`src/rtl/rf_write_arbiter_pkg.sv`:
```
// Shared constants for the register-file write arbiter.
package rf_write_arbiter_pkg;

    localparam int XLEN       = 32;
    localparam int REG_ADDR_W = 5;
    localparam int NUM_REGS   = 32;

    localparam logic [REG_ADDR_W-1:0] RD_ZERO = '0;

    // x0 is hardwired to zero, so requests that target it carry no work.
    function automatic logic rd_is_live(input logic [REG_ADDR_W-1:0] rd);
        return rd != RD_ZERO;
    endfunction

endpackage

```
`src/rtl/rf_wr_fifo.sv`:
```
// Small FIFO buffering multicycle results ({rd, data}) until the write
// port is free. The head is visible combinationally so it can be written
// in the same cycle it is popped.
module rf_wr_fifo
    import rf_write_arbiter_pkg::*;
#(
    parameter int W      = XLEN,
    parameter int QDEPTH = 2,
    localparam int PW    = $clog2(QDEPTH),
    localparam int CW    = PW + 1
) (
    input  logic                  clk,
    input  logic                  rst_n,
    input  logic                  push,
    input  logic [REG_ADDR_W-1:0] push_rd,
    input  logic [W-1:0]          push_data,
    input  logic                  pop,
    output logic [REG_ADDR_W-1:0] head_rd,
    output logic [W-1:0]          head_data,
    output logic                  full,
    output logic                  empty,
    output logic [CW-1:0]         count
);

    logic [REG_ADDR_W-1:0] rd_mem_q   [QDEPTH];
    logic [W-1:0]          data_mem_q [QDEPTH];

    logic [PW-1:0] wr_ptr_q, wr_ptr_d;
    logic [PW-1:0] rd_ptr_q, rd_ptr_d;
    logic [CW-1:0] count_q,  count_d;
    logic          do_push,  do_pop;

    assign full      = (count_q == CW'(QDEPTH));
    assign empty     = (count_q == '0);
    assign count     = count_q;
    assign head_rd   = rd_mem_q[rd_ptr_q];
    assign head_data = data_mem_q[rd_ptr_q];

    // Pointer and occupancy update; pointers wrap naturally (QDEPTH is a power of 2).
    always_comb begin
        do_push  = push && !full;
        do_pop   = pop && !empty;
        wr_ptr_d = wr_ptr_q + PW'(do_push);
        rd_ptr_d = rd_ptr_q + PW'(do_pop);
        count_d  = count_q + CW'(do_push) - CW'(do_pop);
    end

    // Control state register.
    always_ff @(posedge clk or negedge rst_n) begin
        if (!rst_n) begin
            wr_ptr_q <= '0;
            rd_ptr_q <= '0;
            count_q  <= '0;
        end else begin
            wr_ptr_q <= wr_ptr_d;
            rd_ptr_q <= rd_ptr_d;
            count_q  <= count_d;
        end
    end

    // Entry storage; contents are meaningless while count says empty, so no reset.
    always_ff @(posedge clk) begin
        if (do_push) begin
            rd_mem_q[wr_ptr_q]   <= push_rd;
            data_mem_q[wr_ptr_q] <= push_data;
        end
    end

endmodule

```
`src/rtl/rf_write_arbiter.sv`:
```
// Shares the register-file write port between pipeline writeback and a
// buffered multicycle unit, tracks in-flight multicycle destinations for
// decode stalls, and forces a one-cycle pipeline hold when a queued
// result has waited too long.
module rf_write_arbiter
    import rf_write_arbiter_pkg::*;
#(
    parameter int XLEN         = rf_write_arbiter_pkg::XLEN,
    parameter int QDEPTH       = 2,
    parameter int STARVE_LIMIT = 4
) (
    input  logic                  clk,
    input  logic                  rst_n,
    input  logic                  wb_valid,
    input  logic [REG_ADDR_W-1:0] wb_rd,
    input  logic [XLEN-1:0]       wb_data,
    input  logic                  ml_issue,
    input  logic [REG_ADDR_W-1:0] ml_issue_rd,
    input  logic                  ml_valid,
    input  logic [REG_ADDR_W-1:0] ml_rd,
    input  logic [XLEN-1:0]       ml_data,
    output logic                  ml_ready,
    input  logic [REG_ADDR_W-1:0] dec_rs1,
    input  logic [REG_ADDR_W-1:0] dec_rs2,
    input  logic [REG_ADDR_W-1:0] dec_rd,
    output logic                  dec_stall,
    output logic                  wb_hold,
    output logic                  rf_we,
    output logic [REG_ADDR_W-1:0] rf_rd,
    output logic [XLEN-1:0]       rf_wdata,
    output logic [$clog2(QDEPTH):0] q_count
);

    localparam int AW = $clog2(STARVE_LIMIT + 1);
    localparam logic [AW-1:0] AGE_MAX  = AW'(STARVE_LIMIT);
    localparam logic [AW-1:0] AGE_TRIG = AW'(STARVE_LIMIT - 1);

    logic [NUM_REGS-1:0]   busy_q, busy_d;
    logic [AW-1:0]         age_q, age_d;
    logic                  wb_hold_q, wb_hold_d;

    logic                  wb_eff, sel_wb, pop, push;
    logic                  q_full, q_empty;
    logic [REG_ADDR_W-1:0] head_rd;
    logic [XLEN-1:0]       head_data;

    // Results to x0 are handshaken but never stored.
    assign push     = ml_valid && ml_ready && rd_is_live(ml_rd);
    assign ml_ready = !q_full;
    assign wb_hold  = wb_hold_q;

    rf_wr_fifo #(
        .W      (XLEN),
        .QDEPTH (QDEPTH)
    ) u_fifo (
        .clk       (clk),
        .rst_n     (rst_n),
        .push      (push),
        .push_rd   (ml_rd),
        .push_data (ml_data),
        .pop       (pop),
        .head_rd   (head_rd),
        .head_data (head_data),
        .full      (q_full),
        .empty     (q_empty),
        .count     (q_count)
    );

    // Write-port select: WB has priority unless the hold hands the port to the queue.
    always_comb begin
        wb_eff   = wb_valid && rd_is_live(wb_rd);
        sel_wb   = rst_n && !wb_hold_q && wb_eff;
        pop      = rst_n && !sel_wb && !q_empty;
        rf_we    = 1'b0;
        rf_rd    = RD_ZERO;
        rf_wdata = '0;
        if (sel_wb) begin
            rf_we    = 1'b1;
            rf_rd    = wb_rd;
            rf_wdata = wb_data;
        end else if (pop) begin
            rf_we    = 1'b1;
            rf_rd    = head_rd;
            rf_wdata = head_data;
        end
    end

    // Scoreboard next state: clear on retire, then set on issue so a same-register set wins.
    always_comb begin
        busy_d = busy_q;
        if (pop) begin
            busy_d[head_rd] = 1'b0;
        end
        if (ml_issue && rd_is_live(ml_issue_rd)) begin
            busy_d[ml_issue_rd] = 1'b1;
        end
        busy_d[0] = 1'b0;
    end

    // Decode hazard: any operand or destination still owned by a multicycle op.
    always_comb begin
        dec_stall = busy_q[dec_rs1] | busy_q[dec_rs2] | busy_q[dec_rd];
    end

    // Starvation timer on the queue head; one-cycle hold once it has waited long enough.
    always_comb begin
        age_d     = age_q;
        wb_hold_d = 1'b0;
        if (q_empty || pop) begin
            age_d = '0;
        end else begin
            if (age_q != AGE_MAX) begin
                age_d = age_q + AW'(1);
            end
            wb_hold_d = !wb_hold_q && (age_q >= AGE_TRIG);
        end
    end

    // Arbiter state registers.
    always_ff @(posedge clk or negedge rst_n) begin
        if (!rst_n) begin
            busy_q    <= '0;
            age_q     <= '0;
            wb_hold_q <= 1'b0;
        end else begin
            busy_q    <= busy_d;
            age_q     <= age_d;
            wb_hold_q <= wb_hold_d;
        end
    end

endmodule
```
`config.mk`:
```
export PLATFORM = sky130hd
export DESIGN_NAME = rf_write_arbiter
export DESIGN_NICKNAME = d
export VERILOG_FILES = /design/src/rtl/rf_write_arbiter_pkg.sv /design/src/rtl/rf_wr_fifo.sv /design/src/rtl/rf_write_arbiter.sv
export SDC_FILE = /design/constraint.sdc
export NUM_CORES = 1
export LEC_CHECK = 0
export CAP_MARGIN = 20
export CORE_MARGIN = 2
export CORE_UTILIZATION = 40
export CTS_CLUSTER_DIAMETER = 80
export DETAILED_ROUTE_END_ITERATION = 8
export DONT_BUFFER_PORTS = 1
export PLACE_DENSITY_LB_ADDON = 0.08
export SYNTH_ARGS = -nofsm -noshare
export SYNTH_HDL_FRONTEND = slang
export SYNTH_HIERARCHICAL = 1
export SYNTH_SLANG_ARGS = --single-unit
```
`constraint.sdc`:
```
create_clock -name clk -period 2.4 [get_ports clk]
set_clock_uncertainty 0.15 [all_clocks]
set_input_delay 0.12 -clock clk [delete_from_list [all_inputs] [get_ports clk]]
set_output_delay 0.12 -clock clk [all_outputs]
set_load 0.005 [all_outputs]
```
======== Word-level counts from Yosys, hierarchy flattened ========
Memory sizes are Yosys's and may differ from the RTL's.
Cells that the tools add are included.
operators by class
  add/sub/neg operators ................... 5
  multipliers ............................. 0
  div/mod/pow operators ................... 0
  magnitude comparators ................... 8
  eq/ne operators ......................... 2
  shifts and indexed selects .............. 0
  muxes and demuxes ....................... 23
  bitwise gates (word level) .............. 5
  reductions and logical operators ........ 23
operator list
  kind                 count
  $mux 32              4
  $and 32x32->32       1
  $not 32->32          1
  $or 32x32->32        1
  $lt 5x6->1 const B   5
  $bmux 1 s5           3
  $reduce_bool 5->1    3
  $logic_and 1x1->1    13
  $demux 1 s5          2
  $ge 5x1->1 const B   2
  $mux 1               10
  $mux 5               2
  $mux 3               2
  $logic_not 1->1      4
  $add 3x1->3 const B  1
  $ge 3x2->1 const B   1
  $ne 3x3->1 const B   1
  $add 1x1->1          2
  $add 2x1->2          1
  $eq 2x2->1 const B   1
  $logic_not 2->1      1
  $or 1x1->1           2
  $reduce_bool 2->1    1
  $sub 2x1->2          1
  $logic_or 1x1->1     1
word-level totals
  register bits after elaboration ......... 39
  bits in latches ......................... 0
  bits in writable memories ............... 74
  memory bits (read-only) ................. 0
  input bits .............................. 99
  memories ................................ 2
memory list
  memory             depth  bits a word  rd ports  clocked after Yosys merged registers in  wr ports  line              source
  u_fifo.data_mem_q  2      32           1         0                                        1         rf_wr_fifo.sv:26  logic [W-1:0] data_mem_q [QDEPTH];
  u_fifo.rd_mem_q    2      5            1         0                                        1         rf_wr_fifo.sv:25  logic [REG_ADDR_W-1:0] rd_mem_q [QDEPTH];

======== Depth between registers and ports, before layout ========
Gate-level depths: netlist of the first run.
An unclocked memory read counts as a cell.
  depth after elaboration ................. 10
  depth in mapped cells ................... 12

======== Cells and area by module ========
Netlist of the first run, hierarchy kept.
by module, submodules not included
  module            times used  cells each  area each (um2)  sequential area each (um2)
  rf_wr_fifo        1           135         2,971.6          2,322.2
  rf_write_arbiter  1           281         2,867.8          875.8

======== Worst setup path after synthesis of the first run ========
OpenSTA, ideal clock, no wires.
  path type ............................... register to register
  start point ............................. reg u_fifo.count_q[0] (netlist: u_fifo/count[0])
  end point ............................... mem u_fifo/data_mem_q[1][0] (netlist name) (enable)
  setup time .............................. 0.398 ns
  arrival ................................. 1.889 ns
  data required time ...................... 1.852 ns
  slack ................................... -0.036 ns
  stages on the path, launching flop included .. 7
  buffers on the path ..................... 0
  period minus slack after synthesis ...... 2.436 ns
  path through ............................ dfrtp_1 > nand2b_1 > inv_1 > inv_1 > o311a_1 > and2_1 > ha_1
on the way
  cells in the longest elaborated chain, start to end .. 7
RTL lines
  what                            line                    source
  from (decl)                     rf_wr_fifo.sv:30        logic [CW-1:0] count_q, count_d;
  from (signal assigned)          rf_wr_fifo.sv:57        count_q <= count_d;
  $eq 2x2->1                      rf_wr_fifo.sv:33        assign full = (count_q == CW'(QDEPTH));
  named net q_full                rf_write_arbiter.sv:43  logic q_full, q_empty;
  $logic_not 1->1                 rf_write_arbiter.sv:49  assign ml_ready = !q_full;
  named net ml_ready              rf_write_arbiter.sv:22  output logic ml_ready,
  $logic_and 1x1->1 (2 in a row)  rf_write_arbiter.sv:48  assign push = ml_valid && ml_ready && rd_is_live(ml_rd);
  named net push                  rf_write_arbiter.sv:42  logic wb_eff, sel_wb, pop, push;
  $logic_and 1x1->1               rf_wr_fifo.sv:41        do_push = push && !full;
  $mux 1                          rf_wr_fifo.sv:63        if (do_push) begin
  $mux 1 (not written as such)    rf_wr_fifo.sv:65        data_mem_q[wr_ptr_q] <= push_data;
  to (decl)                       rf_wr_fifo.sv:26
The timed path passes the listed nets, and every way through them passes these cells.

======== Final worst setup path of the first run ========
  start point ............................. reg busy_q[30]
  end point ............................... out dec_stall
on the way
  cells in the longest elaborated chain, start to end .. 4
  elaborated cells on any way between the ends .. 8
RTL lines
  what                          line                     source
  from (decl)                   rf_write_arbiter.sv:38   logic [NUM_REGS-1:0] busy_q, busy_d;
  from (signal assigned)        rf_write_arbiter.sv:126  busy_q <= busy_d;
  $bmux 1 s5                    rf_write_arbiter.sv:102  dec_stall = busy_q[dec_rs1] | busy_q[dec_rs2] | busy_q[dec_rd];
  $mux 1 (not written as such)  rf_write_arbiter.sv:102
  $or 1x1->1                    rf_write_arbiter.sv:102
  $or 1x1->1 (*)                rf_write_arbiter.sv:102
  to (decl)                     rf_write_arbiter.sv:26   output logic dec_stall,
Mark *: on every way between the ends. The rest lies on a longest branch, timed or not. The select of a mux whose other input is x is not followed.

==> flow_results.xml, run 1 <==
<?xml version="1.0" encoding="UTF-8"?>
<metrics>
  <group name="run_status">
    <metric name="run_status" unit="">complete, no violations</metric>
  </group>
  <group name="placement">
    <metric name="routabilityCongestion" unit="">0.800</metric>
    <metric name="place.port_buffers" unit="">0</metric>
    <metric name="place.detailed.hpwl" unit="mm">10.0</metric>
    <metric name="place_worst_setup_slack" unit="ns">0.282</metric>
  </group>
  <group name="routing">
    <metric name="routedWlPerCell" unit="um">21.8</metric>
    <metric name="final_antenna_net_count" unit="">0</metric>
    <metric name="drt-initial-drc-count" unit="">194</metric>
    <metric name="first_pass_iters" unit="">4</metric>
    <metric name="avgViaCountPerCell" unit="">5.84</metric>
    <metric name="final_wl" unit="mm">14.4</metric>
    <metric name="detailroute.via_count" unit="">3848</metric>
    <metric name="route.detailed.drc" unit="">0</metric>
  </group>
  <group name="cts">
    <metric name="cts-root-buf" unit="">clkbuf_16</metric>
    <metric name="tritoncts_clock_tree" unit="">built</metric>
    <metric name="clock_latency" unit="ns">0.40</metric>
    <metric name="number_of_cts_inserted_buffers" unit="">17</metric>
    <metric name="cts_num_sinks" unit="">113</metric>
    <metric name="bufs_on_longest_clock_path" unit="">2</metric>
    <metric name="htreeDepth" unit="">4</metric>
    <metric name="worst_setup_hold_path_clk_slew" unit="ns">0.05</metric>
  </group>
  <group name="grt">
    <metric name="grt_start_max_net_pins" unit="">43</metric>
    <metric name="grt_util_all_layers" unit="%">19.2</metric>
    <metric name="grt_pass1_wl" unit="mm">23.0</metric>
    <metric name="first_global_vias" unit="">4074</metric>
    <metric name="grt.overflow.total" unit="">0</metric>
    <metric name="antenna_found_initial" unit="">0</metric>
  </group>
  <group name="synthesis">
    <metric name="postSynthAreaPerCell" unit="um2">14.0</metric>
    <metric name="syn-instance-count" unit="">416</metric>
    <metric name="synth_warnings" unit="">6</metric>
    <metric name="synth_enable_flop_cells" unit="">74</metric>
    <metric name="synth_ff_type" unit="">edfxtp_1</metric>
    <metric name="synth_seq_area_share" unit="%">54.8</metric>
    <metric name="async_reset_ff_share" unit="%">34.5</metric>
    <metric name="synth_seq_cells" unit="">113</metric>
    <metric name="synth_cell_type_count" unit="">50</metric>
    <metric name="synth.net_count" unit="">522</metric>
    <metric name="synth.cell_area" unit="um2">5840</metric>
  </group>
  <group name="power">
    <metric name="irDropWorstVdd" unit="uV">575</metric>
    <metric name="p_leak" unit="uW">0.00256</metric>
    <metric name="total_power" unit="uW">8190</metric>
    <metric name="power.density" unit="nW/um2">1160</metric>
  </group>
  <group name="setup_path">
    <metric name="worstPathRequired" unit="ns">2.13</metric>
    <metric name="critical-path-max-stage-delay" unit="ns">0.48</metric>
    <metric name="crit_path_cell_trace" unit="">mux4_2 -&gt; mux2_2 -&gt; a311oi_2 -&gt; o2111ai_1</metric>
    <metric name="start_kind" unit="">flip-flop</metric>
    <metric name="worst_ep_arrival_time" unit="ns">2.07</metric>
    <metric name="cpMaxStageDelayCell" unit="">mux4_2</metric>
    <metric name="timing.critical_path.fanout_max" unit="">4</metric>
    <metric name="critPathCaptureType" unit="">output pin</metric>
    <metric name="crit_type" unit="">flip-flop to output pin</metric>
  </group>
  <group name="timing">
    <metric name="post-route-worst-setup-slack" unit="ns">0.0630</metric>
    <metric name="final_min_period" unit="ns">2.34</metric>
    <metric name="rsz0062_at_grt" unit="">no</metric>
    <metric name="setup_viol_count_final" unit="">0</metric>
    <metric name="final_min_period_over_clock_period" unit="%">97.4</metric>
    <metric name="timing.fmax" unit="MHz">428</metric>
    <metric name="worst_rel_slew_slack" unit="%">70.6</metric>
    <metric name="final-hold-violation-count" unit="">0</metric>
    <metric name="tightest_slew" unit="ns">0.437</metric>
    <metric name="timing_max_transition_violations_final" unit="">0</metric>
  </group>
  <group name="floorplanning">
    <metric name="num_rows" unit="">44</metric>
    <metric name="initial_core_util" unit="%">40.5</metric>
    <metric name="chipWidth" unit="um">125</metric>
    <metric name="die_h" unit="um">125</metric>
    <metric name="core_area" unit="um2">14400</metric>
    <metric name="floorplan.io_pins" unit="">142</metric>
    <metric name="die-area" unit="um2">15600</metric>
  </group>
  <group name="final_layout">
    <metric name="flow.area_growth_from_synthesis" unit="%">20.9</metric>
    <metric name="final_layout_size_suffix_gt1_share" unit="%">24.2</metric>
    <metric name="diodes" unit="">0</metric>
    <metric name="nNetsFinal" unit="">569</metric>
    <metric name="fillCellCount" unit="">1282</metric>
  </group>
  <group name="job">
    <metric name="max_cap_viol_count" unit="">0</metric>
  </group>
  <group name="worst_hold_path">
    <metric name="holdCritPathClass" unit="">input pin to flip-flop</metric>
  </group>
</metrics>
==> cells by family (layout without fill, tap and decap cells) <==
logic type	Yosys count	after routing	share of synthesized area (%)
DFF	113	113	54.8
buffers and inverters	40	99	3.34
xor gates and xnor gates	4	4	0.600
AOI/OAI and AO/OA	117	117	14.4
and+or+nand+nor	66	66	7.14
adders and majority gates	7	7	1.50
muxes	69	69	18.3
==> where the power goes <==
part	switching, uW	total (uW)	internal, uW
clock network	871	2280	1410
registers	494	3250	2750
logic	1330	2660	1330
==> placed cells by master (no fill, tap or decap), types with 3 or more instances in the layout <==
cell,instances
mux2i_1,7
a21oi_1,3
mux2_2,22
a22o_1,35
nand2_1,13
or3_1,3
nor2_1,8
dfrtp_1,38
nand4b_1,4
dlygate4sd3_1,47
edfxtp_1,74
ha_1,5
nand2b_1,3
nor2b_1,3
clkinvlp_4,5
xnor2_1,3
clkinv_2,4
mux2_4,20
nand3_1,7
inv_1,12
or3b_2,4
buf_4,5
mux4_2,20
clkbuf_16,17
nand3b_1,8
o21ai_0,39
o31ai_1,25
==> through the flow <==
stage	util (%)	cell area [um2]	setup TNS [ns]	instances	hold slack, ns
after global placement	41.7	6010	0	580	-0.325
after floorplan	-	5840	-2.70	416	-0.326
after CTS	48.9	7050	0	659	0.0139
after global routing	49.0	7060	0	659	0.0303
after detailed placement	41.7	6010	0	580	-0.324
final	49.0	7060	0	659	0.0158
==> registers in the layout (all words and copies together), names as in the netlist <==
name / count
u_fifo/wr_ptr_q: 1
wb_hold: 1
u_fifo/rd_ptr_q: 1
u_fifo/data_mem_q: 64
u_fifo/count: 2
age_q: 3
u_fifo/rd_mem_q: 10
busy_q: 31
==> routing by layer <==
| layer | up-vias | global-route usage (%) | routed length (um) |
|---|---|---|---|
| li1 | 1766 | - | - |
| met3 | 15 | 6.74 | 1090 |
| met1 | 1919 | 24.8 | 6230 |
| met5 | - | 0 | 0 |
| met4 | 0 | 5.10 | 183 |
| met2 | 148 | 31.1 | 6870 |
==> cell usage after synthesis, types with 3 or more instances <==
master | instances | area [um2]
edfxtp_1 | 74 | 2220
dfrtp_1 | 39 | 976
o21ai_0 | 39 | 195
a22o_1 | 35 | 307
o31ai_1 | 25 | 188
mux2_2 | 22 | 248
mux2_4 | 20 | 300
mux4_2 | 20 | 450
nand2_1 | 13 | 48.8
clkbuf_1 | 12 | 45.0
inv_1 | 12 | 45.0
buf_2 | 9 | 45.0
nand3b_1 | 8 | 60.1
nor2_1 | 8 | 30.0
ha_1 | 7 | 87.6
mux2i_1 | 7 | 70.1
nand3_1 | 7 | 35.0
buf_6 | 4 | 45.0
nand4b_1 | 4 | 35.0
or3b_2 | 4 | 35.0
a21oi_1 | 3 | 15.0
nand2b_1 | 3 | 18.8
nor2b_1 | 3 | 18.8
or3_1 | 3 | 18.8
xnor2_1 | 3 | 26.3
==> what timing repair did <==
action	4_1_cts	5_1_grt
endpoints found under the hold margin	149	0
endpoints found under the setup margin	0	2
setup buffers	0	0
resized for setup	0	2
hold buffers	48	0
==> path summary, 6_finish.rpt <==
| path | startpoint | endpoint | slack [ns] | cells after the start |
|---|---|---|---|---|
| min in group asynchronous | rst_n | busy_q[23] | 0.06 | 2 |
| max in group asynchronous | rst_n | u_fifo/rd_ptr_q | 1.82 | 2 |
| max | busy_q[30] | dec_stall | 0.06 | 4 |
| max reg2reg | u_fifo/rd_ptr_q | busy_q[10] | 0.26 | 4 |
| min | wb_rd[2] | age_q[2] | 0.02 | 4 |
| min reg2reg | wb_hold | wb_hold | 0.36 | 1 |
==> area by class of cell <==
cell class | count | area (um2) | share of cell area, %
repair buffers | 56 | 587 | 8.31
clock inverters | 14 | 118 | 1.67
multi-input cells | 263 | 2460 | 34.8
flip-flops and latches | 113 | 3200 | 45.3
inverters | 12 | 45.0 | 0.638
well taps | 184 | 230 | 3.26
clock buffers | 17 | 425 | 6.02
==> worst max-delay path: cells and delay by family, from the launching register on <==
kind / cells / cell delay [ns]
AOI/OAI and AO/OA: 2 / 0.45
DFF: 1 / 0.44
muxes: 2 / 0.78
Power figures use the tool's default switching activity.
==> run 2: changes to the inputs <==
--- a/config.mk
+++ b/config.mk
@@ -6,8 +6,8 @@
 export NUM_CORES = 1
 export LEC_CHECK = 0
 export CAP_MARGIN = 20
-export CORE_MARGIN = 2
-export CORE_UTILIZATION = 40
+export CORE_ASPECT_RATIO = 0.5
+export CORE_UTILIZATION = 58
 export CTS_CLUSTER_DIAMETER = 80
 export DETAILED_ROUTE_END_ITERATION = 8
 export DONT_BUFFER_PORTS = 1
==> flow_results.xml, run 2 (synthesized netlist as in run 1, its figures left out) <==
<?xml version="1.0" encoding="UTF-8"?>
<metrics>
  <group name="setup_path">
    <metric name="crit_path_cell_trace" unit="">mux4_2 -&gt; o2111a_1 -&gt; nor4_1 -&gt; o2111ai_2</metric>
    <metric name="critical-path-max-stage-delay" unit="ns">0.49</metric>
    <metric name="cpMaxStageDelayCell" unit="">mux4_2</metric>
    <metric name="worstPathRequired" unit="ns">2.13</metric>
    <metric name="timing.critical_path.fanout_max" unit="">4</metric>
    <metric name="worst_ep_arrival_time" unit="ns">2.06</metric>
    <metric name="critPathCaptureType" unit="">output pin</metric>
    <metric name="crit_type" unit="">flip-flop to output pin</metric>
    <metric name="worst_path_dominant_cell_family" unit="">multiplexers</metric>
    <metric name="start_kind" unit="">flip-flop</metric>
    <metric name="worst-path-buf-inv" unit="">0</metric>
  </group>
  <group name="timing">
    <metric name="setup_viol_count_final" unit="">0</metric>
    <metric name="post-route-worst-setup-slack" unit="ns">0.0675</metric>
    <metric name="final-hold-violation-count" unit="">0</metric>
    <metric name="rsz0062_at_grt" unit="">no</metric>
    <metric name="worst_rel_slew_slack" unit="%">71.4</metric>
    <metric name="timing.fmax" unit="MHz">429</metric>
    <metric name="timing_max_transition_violations_final" unit="">0</metric>
    <metric name="final_min_period_over_clock_period" unit="%">97.2</metric>
    <metric name="tightest_slew" unit="ns">0.429</metric>
    <metric name="worst_hold_slack" unit="ns">0.0143</metric>
    <metric name="final_min_period" unit="ns">2.33</metric>
  </group>
  <group name="placement">
    <metric name="place_worst_setup_slack" unit="ns">0.240</metric>
    <metric name="routabilityCongestion" unit="">0.884</metric>
    <metric name="post_dp_cell_area" unit="um2">5960</metric>
    <metric name="place.detailed.hpwl" unit="mm">9.24</metric>
    <metric name="place.port_buffers" unit="">0</metric>
  </group>
  <group name="cts">
    <metric name="cts_num_sinks" unit="">113</metric>
    <metric name="htreeDepth" unit="">4</metric>
    <metric name="clock_latency" unit="ns">0.41</metric>
    <metric name="tritoncts_clock_tree" unit="">built</metric>
    <metric name="number_of_cts_inserted_buffers" unit="">17</metric>
    <metric name="worst_setup_hold_path_clk_slew" unit="ns">0.05</metric>
    <metric name="cts-root-buf" unit="">clkbuf_16</metric>
    <metric name="bufs_on_longest_clock_path" unit="">2</metric>
  </group>
  <group name="routing">
    <metric name="routedWlPerCell" unit="um">23.0</metric>
    <metric name="detailroute.via_count" unit="">4012</metric>
    <metric name="final_antenna_net_count" unit="">0</metric>
    <metric name="final_wl" unit="mm">14.2</metric>
    <metric name="first_pass_iters" unit="">7</metric>
    <metric name="route.detailed.drc" unit="">0</metric>
    <metric name="avgViaCountPerCell" unit="">6.51</metric>
    <metric name="drt-initial-drc-count" unit="">242</metric>
  </group>
  <group name="worst_hold_path">
    <metric name="holdCritPathClass" unit="">input pin to flip-flop</metric>
  </group>
  <group name="grt">
    <metric name="grt_util_all_layers" unit="%">28.4</metric>
    <metric name="antenna_found_initial" unit="">0</metric>
    <metric name="grt_pass1_wl" unit="mm">21.7</metric>
    <metric name="grt.overflow.total" unit="">0</metric>
    <metric name="grt_start_max_net_pins" unit="">43</metric>
    <metric name="first_global_vias" unit="">4198</metric>
  </group>
  <group name="job">
    <metric name="max_cap_viol_count" unit="">0</metric>
  </group>
  <group name="power">
    <metric name="irDropWorstVdd" unit="uV">702</metric>
    <metric name="total_power" unit="uW">8640</metric>
    <metric name="p_leak" unit="uW">0.00264</metric>
    <metric name="power.density" unit="nW/um2">1210</metric>
  </group>
  <group name="final_layout">
    <metric name="fillCellCount" unit="">606</metric>
    <metric name="diodes" unit="">0</metric>
    <metric name="largest_registers" unit="">u_fifo/data_mem_q (64), busy_q (31), u_fifo/rd_mem_q (10)</metric>
    <metric name="final_layout_size_suffix_gt1_share" unit="%">24.9</metric>
    <metric name="final_core_utilization" unit="%">74.3</metric>
    <metric name="mostFrequentLayoutCell" unit="">edfxtp_1</metric>
    <metric name="largest_register_ff_count" unit="">64</metric>
    <metric name="nNetsFinal" unit="">574</metric>
    <metric name="flow.area_growth_from_synthesis" unit="%">22.2</metric>
    <metric name="fin_area" unit="um2">7130</metric>
    <metric name="largest-register" unit="">u_fifo/data_mem_q</metric>
    <metric name="layout_common_cells" unit="">edfxtp_1, dlygate4sd3_1, o21ai_0, dfrtp_1, a22o_1</metric>
  </group>
  <group name="floorplanning">
    <metric name="initial_core_util" unit="%">60.8</metric>
    <metric name="die_h" unit="um">73.0</metric>
    <metric name="die-area" unit="um2">10500</metric>
    <metric name="core_area" unit="um2">9600</metric>
    <metric name="floorplan.io_pins" unit="">142</metric>
    <metric name="num_rows" unit="">25</metric>
    <metric name="chipWidth" unit="um">144</metric>
  </group>
  <group name="run_status">
    <metric name="run_status" unit="">complete, no violations</metric>
  </group>
</metrics>
-- run 2: changes by cell type in the layout (fill, tap and decap cells not counted), sizes merged --
cell and change:
bufinv +3, dlygate4sd3 +1, inv -1, clkbuf +5, clkinvlp -3, buf +4
clkinv -3
-- run 2: what timing repair did --
item / 4_1_cts / 5_1_grt
gates resized for setup: 0 / 3
hold buffers: 49 / 0
setup buffers: 0 / 2
setup endpoints to repair: 0 / 1
endpoints found under the hold margin: 149 / 0
-- run 2: layout make-up --
cell class / instances / area [um2] / share of cell area [%]
clock buffer: 22 / 474 / 6.65
timing repair buffer: 61 / 623 / 8.74
clock inverter: 10 / 158 / 2.21
sequential: 113 / 3200 / 44.9
inverter: 12 / 45.0 / 0.631
tap: 135 / 169 / 2.37
multi-input combinational: 263 / 2460 / 34.5
-- run 2: worst reg2reg max path, delay by kind of cell (launching register included) --
kind	cells	cell delay [ns]
DFF	1	0.44
buffers and inverters	1	0.20
and+or+nand+nor	2	0.44
AOI/OAI and AO/OA	2	0.43
muxes	1	0.40
-- run 2: metal layers --
layer  wire length [um]  track usage (%)
met4                295             11.7
met1               5420             32.6
met2               7330             51.2
met5                  0                0
met3               1140             7.81
-- run 2: power by group --
part           total (uW)  switching [uW]  internal, uW
sequential           3230             473          2750
clock                2670             855          1810
combinational        2740            1360          1380
-- run 2: stage by stage --
stage / TNS, ns / instances
final: 0 / 616
after CTS: 0 / 614
after global routing: 0 / 616
after detailed placement: 0 / 533
after floorplan: -2.70 / 416
after global placement: 0 / 533
-- run 2: final timing paths --
path                                 start         endpoint  slack, ns  cells past startpoint
max                              busy_q[7]        dec_stall       0.07                      4
min                         ml_issue_rd[0]       busy_q[14]       0.01                      2
max reg2reg                u_fifo/rd_ptr_q       busy_q[20]       0.22                      6
min reg2reg                        wb_hold          wb_hold       0.35                      1
max in group asynchronous            rst_n       busy_q[22]       1.81                      2
min in group asynchronous            rst_n  u_fifo/wr_ptr_q       0.07                      2
